--- config.mk ---
export PLATFORM = sky130hd
export DESIGN_NAME = ram_arbiter
export DESIGN_NICKNAME = d
export VERILOG_FILES = /design/src/rtl/ram_arbiter.sv
export SDC_FILE = /design/constraint.sdc
export NUM_CORES = 1
export LEC_CHECK = 0
export ABC_AREA = 1
export CORE_AREA = 8 8 94 96
export DETAILED_ROUTE_END_ITERATION = 10
export DIE_AREA = 0 0 102 104
export DONT_BUFFER_PORTS = 1
export HOLD_SLACK_MARGIN = 0.08
export PLACE_DENSITY = 0.41
export SYNTH_ARGS = -nofsm -noshare
export SYNTH_HDL_FRONTEND = slang
export SYNTH_SLANG_ARGS = --single-unit
--- constraint.sdc ---
create_clock -name clock -period 4.2 [get_ports clock]
set_input_delay 0.21 -clock clock [delete_from_list [all_inputs] [get_ports clock]]
set_output_delay 0.21 -clock clock [all_outputs]
set_load 0.03 [all_outputs]
--- src/rtl/ram_arbiter.sv ---
// ram_arbiter: shares the single player RAM port between the start-up
// initialiser, the transaction controller and the VGA money display.
// One owner at a time; reads are tagged with their owner so the result
// returned READ_LATENCY cycles later reaches only the issuing requester.
module ram_arbiter #(
  parameter int DATA_W       = 48,
  parameter int READ_LATENCY = 2,
  parameter int MAX_HOLD     = 16
) (
  input  logic              clock,
  input  logic              reset,
  input  logic              init_req,
  input  logic              init_wren,
  input  logic              init_access_type,
  input  logic [DATA_W-1:0] init_data,
  output logic              init_gnt,
  input  logic              txn_req,
  input  logic              txn_wren,
  input  logic              txn_access_type,
  input  logic [DATA_W-1:0] txn_data,
  output logic              txn_gnt,
  input  logic              disp_req,
  input  logic              disp_access_type,
  output logic              disp_gnt,
  output logic              ram_access_type,
  output logic              ram_wren,
  output logic [DATA_W-1:0] ram_data_in,
  input  logic [DATA_W-1:0] ram_result,
  output logic [DATA_W-1:0] rd_data,
  output logic              rd_valid,
  output logic [1:0]        rd_owner,
  output logic              busy
);

  typedef enum logic [1:0] {
    IDLE = 2'd0,
    INIT = 2'd1,
    TXN  = 2'd2,
    DISP = 2'd3
  } state_t;

  localparam int unsigned RL = READ_LATENCY;
  localparam int HW = (MAX_HOLD > 1) ? $clog2(MAX_HOLD) : 1;
  localparam logic [HW-1:0] HOLD_LAST = HW'(MAX_HOLD - 1);

  localparam logic [1:0] OWN_INIT = 2'b00;
  localparam logic [1:0] OWN_TXN  = 2'b01;
  localparam logic [1:0] OWN_DISP = 2'b10;

  state_t        state, state_n;
  logic          rr_last, rr_last_n;   // 1 = display was last served
  logic [HW-1:0] hold_cnt;

  logic          own_req;
  logic          own_wren;
  logic [1:0]    own_code;
  logic          rd_issue;

  logic [RL-1:0] pipe_vld;
  logic [1:0]    pipe_own [RL];

  // Next-state arbitration: init absolute priority, txn/disp round-robin.
  always_comb begin
    state_n   = state;
    rr_last_n = rr_last;
    case (state)
      IDLE: begin
        if (init_req) begin
          state_n = INIT;
        end else if (txn_req && (!disp_req || rr_last)) begin
          state_n   = TXN;
          rr_last_n = 1'b0;
        end else if (disp_req) begin
          state_n   = DISP;
          rr_last_n = 1'b1;
        end
      end
      INIT: if (!init_req) state_n = IDLE;
      TXN:  if (!txn_req)  state_n = IDLE;
      DISP: if (!disp_req || (hold_cnt == HOLD_LAST && txn_req)) state_n = IDLE;
      default: state_n = IDLE;
    endcase
  end

  // State, round-robin pointer and display hold counter registers.
  always_ff @(posedge clock) begin
    if (reset) begin
      state    <= IDLE;
      rr_last  <= 1'b1;
      hold_cnt <= '0;
    end else begin
      state   <= state_n;
      rr_last <= rr_last_n;
      if (state == DISP && state_n == DISP)
        hold_cnt <= (hold_cnt == HOLD_LAST) ? hold_cnt : hold_cnt + 1'b1;
      else
        hold_cnt <= '0;
    end
  end

  assign init_gnt = (state == INIT);
  assign txn_gnt  = (state == TXN);
  assign disp_gnt = (state == DISP);

  // RAM port mux driven by the current owner; IDLE drives all zeros.
  always_comb begin
    own_req         = 1'b0;
    own_wren        = 1'b0;
    own_code        = OWN_INIT;
    ram_access_type = 1'b0;
    ram_data_in     = '0;
    case (state)
      INIT: begin
        own_req         = init_req;
        own_wren        = init_wren;
        own_code        = OWN_INIT;
        ram_access_type = init_access_type;
        ram_data_in     = init_data;
      end
      TXN: begin
        own_req         = txn_req;
        own_wren        = txn_wren;
        own_code        = OWN_TXN;
        ram_access_type = txn_access_type;
        ram_data_in     = txn_data;
      end
      DISP: begin
        own_req         = disp_req;
        own_wren        = 1'b0;
        own_code        = OWN_DISP;
        ram_access_type = disp_access_type;
        ram_data_in     = '0;
      end
      default: ;
    endcase
  end

  assign ram_wren = own_req & own_wren;
  assign rd_issue = own_req & ~own_wren;

  // Read-tag pipeline: each issued read emerges READ_LATENCY cycles later.
  always_ff @(posedge clock) begin
    if (reset) begin
      pipe_vld <= '0;
      for (int unsigned i = 0; i < RL; i++) pipe_own[i] <= '0;
    end else begin
      pipe_vld[0] <= rd_issue;
      pipe_own[0] <= own_code;
      for (int unsigned i = 1; i < RL; i++) begin
        pipe_vld[i] <= pipe_vld[i-1];
        pipe_own[i] <= pipe_own[i-1];
      end
    end
  end

  assign rd_valid = pipe_vld[RL-1];
  assign rd_owner = pipe_own[RL-1];
  assign rd_data  = ram_result;
  assign busy     = (state != IDLE) | (|pipe_vld);

endmodule

==> summary.md <==
| Metric | Value |
|---|---|
| Iteration-0 DRC Markers | `73` |
| Final net count | `407` |
| Diode count | `0` |
| Least-Margin Pin Slew | `1.11 ns` |
| HPWL after DPL | `4880 um` |
| Highest Clock Rate | `378 MHz` |
| Vias | `1,635` |
| Syn_nets | `468` |
| TritonCTS Buffers | `3` |
| Hold Crit Class | `in -> reg` |
| Total GRT Usage | `10.2%` |
| Input/output buffers | `0` |
| Origin of the worst setup path | `state[0]$_SDFF_PP0_` |
| Critical Path End Type | `output pin` |
| Post-CTS sizing | `0` |
| Max-slew violation count | `0` |
| Maximum clock insertion buffer count | `2` |
| Max-Cap Viols | `0` |
| Final wirelength | `5940 um` |
| Clk pin slew, worst setup/hold paths | `0.05 ns` |
| Fill cells | `900` |
| Static Leak | `0.533 nW` |
| Critical Path Slowest Stage Cell | `ha_2` |
| Finish-stage setup viols | `0` |
| Leading area contributor after synthesis | `nand2_1` |
| Mapped Area | `1790 um2` |
| RR Startpoint | `state[0]$_SDFF_PP0_` |
| Count of different cell masters after synthesis | `21` |
| Sequential share of the synthesized area | `14.5%` |
| Largest net degree at the start of global routing | `54` |
| DIE WIDTH | `102 um` |
| Worst path max stage delay | `0.90 ns` |
| Setup repair after global routing missed its margin | `false` |
| Die area | `10,600 um2` |
| Dpl cells | `343` |
| Count leader, synth | `nand2_1` |
| Yosys Warn Count | `0` |
| Top cell type's share of synthesized area | `24.3%` |
| Critical Path End | `ram_data_in[16]` |
| Row cnt | `32` |
| 1st-pass router iterations | `4` |
| Synth cell count leaders | `116 x nand2_1, 52 x buf_4, 50 x a21oi_1` |
| Reg2reg end | `hold_cnt[1]$_SDFFE_PP0P_` |
| Largest fanout on the critical path | `53` |
| WHS Path Cells | `3` |
| Wire length of the first global-routing pass | `8850 um` |
| Vias in the first global route | `1,569` |
| Total chip power | `0.000404 W` |
| Peak VDD IR | `0.0952 mV` |
| Type of origin of the critical path | `register` |
| Layout area overhead | `-14.6%` |
| Vias per inst | `4.70` |
| Worst-Skew Late Latency | `0.24 ns` |
| Hold Fails Final Rpt | `0` |
| Root Driver | `clkbuf_8` |
| PwrDens | `264 nW/um2` |
| Initial antenna violation count | `0` |
| CTS Sinks | `13` |
| CP cell instances | `inv_1 -> ha_2 -> nand2_1 -> a21oi_1` |
| Asr flop ratio synth | `0%` |
| Period utilisation layout | `63.1%` |
| Slew margin rel. | `26.1%` |
| Top_reg_cell synth | `dfxtp_1` |
| Number of routed nets with antenna violations | `0` |
| Drt wl/cell | `17.1 um` |
| R2R cell count | `10` |
| WS Path Type | `reg -> out` |
| GP Congestion | `0.740` |
| R2R Setup Slk | `2.01 ns` |
| Synth Register Bits | `13` |
| Initial core utilization | `24.1%` |
| Final global-route overflow total | `0` |
| Syn avg cell area | `5.82 um2` |
| Core area | `7450 um2` |
| Syn Inst Count | `308` |
| Die height | `104 um` |
| CTS H-Tree Depth | `1` |
| Worst path required time | `3.99 ns` |
| Setup_tns | `0 ns` |
| Outcome | `finished, final reports clean` |
| Post-synth EDFFs | `0` |
| Time the worst path needs with I/O delays and setup | `2.65 ns` |
| # DRC | `0` |
| # IOs | `259` |
| Place WS | `1.79 ns` |
| Critical Path AT | `2.44 ns` |
| Layout cell share with drive strength beyond 1 | `10.2%` |
| Clock Skew | `0.00390 ns` |
| Synth top area cells | `nand2_1 24%, buf_4 22%, dfxtp_1 15%, a21oi_1 14%, ha_1 4.2%` |
| CTS tree | `done` |
| Cell Count, Final, Fillers Out | `348` |
| Post-layout worst setup margin | `1.55 ns` |
## state kept, by name, indices dropped and copies added, names as in the netlist
| register | cells |
|---|---|
| pipe_vld | 2 |
| pipe_own | 4 |
| hold_cnt | 4 |
| rr_last | 1 |
| state | 2 |
## layout make-up
class                   instances  area, um2  area share, %
multi-input cells             208       1010           65.8
repair buffers                  2       17.5           1.14
inverters                      19       72.6           4.74
clock buffers                   4       45.0           2.94
flip-flops and latches         13        260           17.0
well taps                     102        128           8.34
## worst min-delay path by stage
stage	startpoint	end	slack, ns
after floorplan	pipe_own[0][0]$_SDFF_PP0_	pipe_own[0][2]$_SDFF_PP0_	0.39
after global placement	reset	pipe_vld[1]$_SDFF_PP0_	0.28
after detailed placement	reset	pipe_vld[1]$_SDFF_PP0_	0.29
after CTS	reset	state[1]$_SDFF_PP0_	0.18
after global routing	reset	hold_cnt[3]$_SDFFE_PP0P_	0.19
final	reset	state[1]$_SDFF_PP0_	0.18
## power by group
group | internal, W | leakage, nW | total (W) | switching, W
combinational | 0.0000314 | 0.405 | 0.000163 | 0.000131
clock | 0.0000670 | 0.0228 | 0.000111 | 0.0000440
sequential | 0.000127 | 0.105 | 0.000130 | 0.00000345
## critical path, delay by kind of cell (launching register included)
kind,cells,cell delay (ns)
compound gates,1,0.66
simple gates,1,0.12
buf+inv,1,0.12
flops,1,0.36
fa+ha+maj,1,0.90
## logic make-up (layout without fill, tap and decap cells)
logic type               count (synthesis)  in the layout  synth area share [%]
AO/OA/AOI/OAI                           53             53                  15.2
adder cells (fa/ha/maj)                  6              6                  4.19
XOR/XNOR                                 3              3                  1.47
flip-flops                              13             13                  14.5
buffers and inverters                   87             25                  29.5
AND/OR/NAND/NOR                        146            146                  35.1
## routing by layer
metal / GRT usage [%] / share of wire (%)
met3: 4.28 / 9.9
met2: 15.7 / 47
met4: 2.41 / 1.4
met5: 0 / 0
met1: 12.7 / 42
## metrics by stage
stage / utilization, % / area, um2 / hold WS (ns)
final: 20.5 / 1530 / 0.183
after global placement: 19.8 / 1480 / 0.283
after floorplan: - / 1790 / 0.388
after global routing: 20.5 / 1530 / 0.186
after detailed placement: 19.8 / 1480 / 0.286
after CTS: 20.5 / 1530 / 0.177
## repair_timing
action | 4_1_cts | 5_1_grt
endpoints found under the hold margin | 8 | 0
setup buffers | 0 | 0
setup endpoints to repair | 0 | 0
hold buffers | 1 | 0
## cells in the final DEF (no fill, tap or decap), drive strengths merged
master       synthesis  final
a21oi               51     51
a22o                 1      1
buf                 57      1
clkbuf              11      4
clkinv               1      1
dfxtp               13     13
dlygate4sd3          0      1
ha                   6      6
inv                 18     18
nand2              125    125
nand3                6      6
nor2                11     11
nor3                 4      4
o21ai                1      1
xnor2                2      2
xor2                 1      1
No activity file was read; power rests on OpenSTA's default activity.
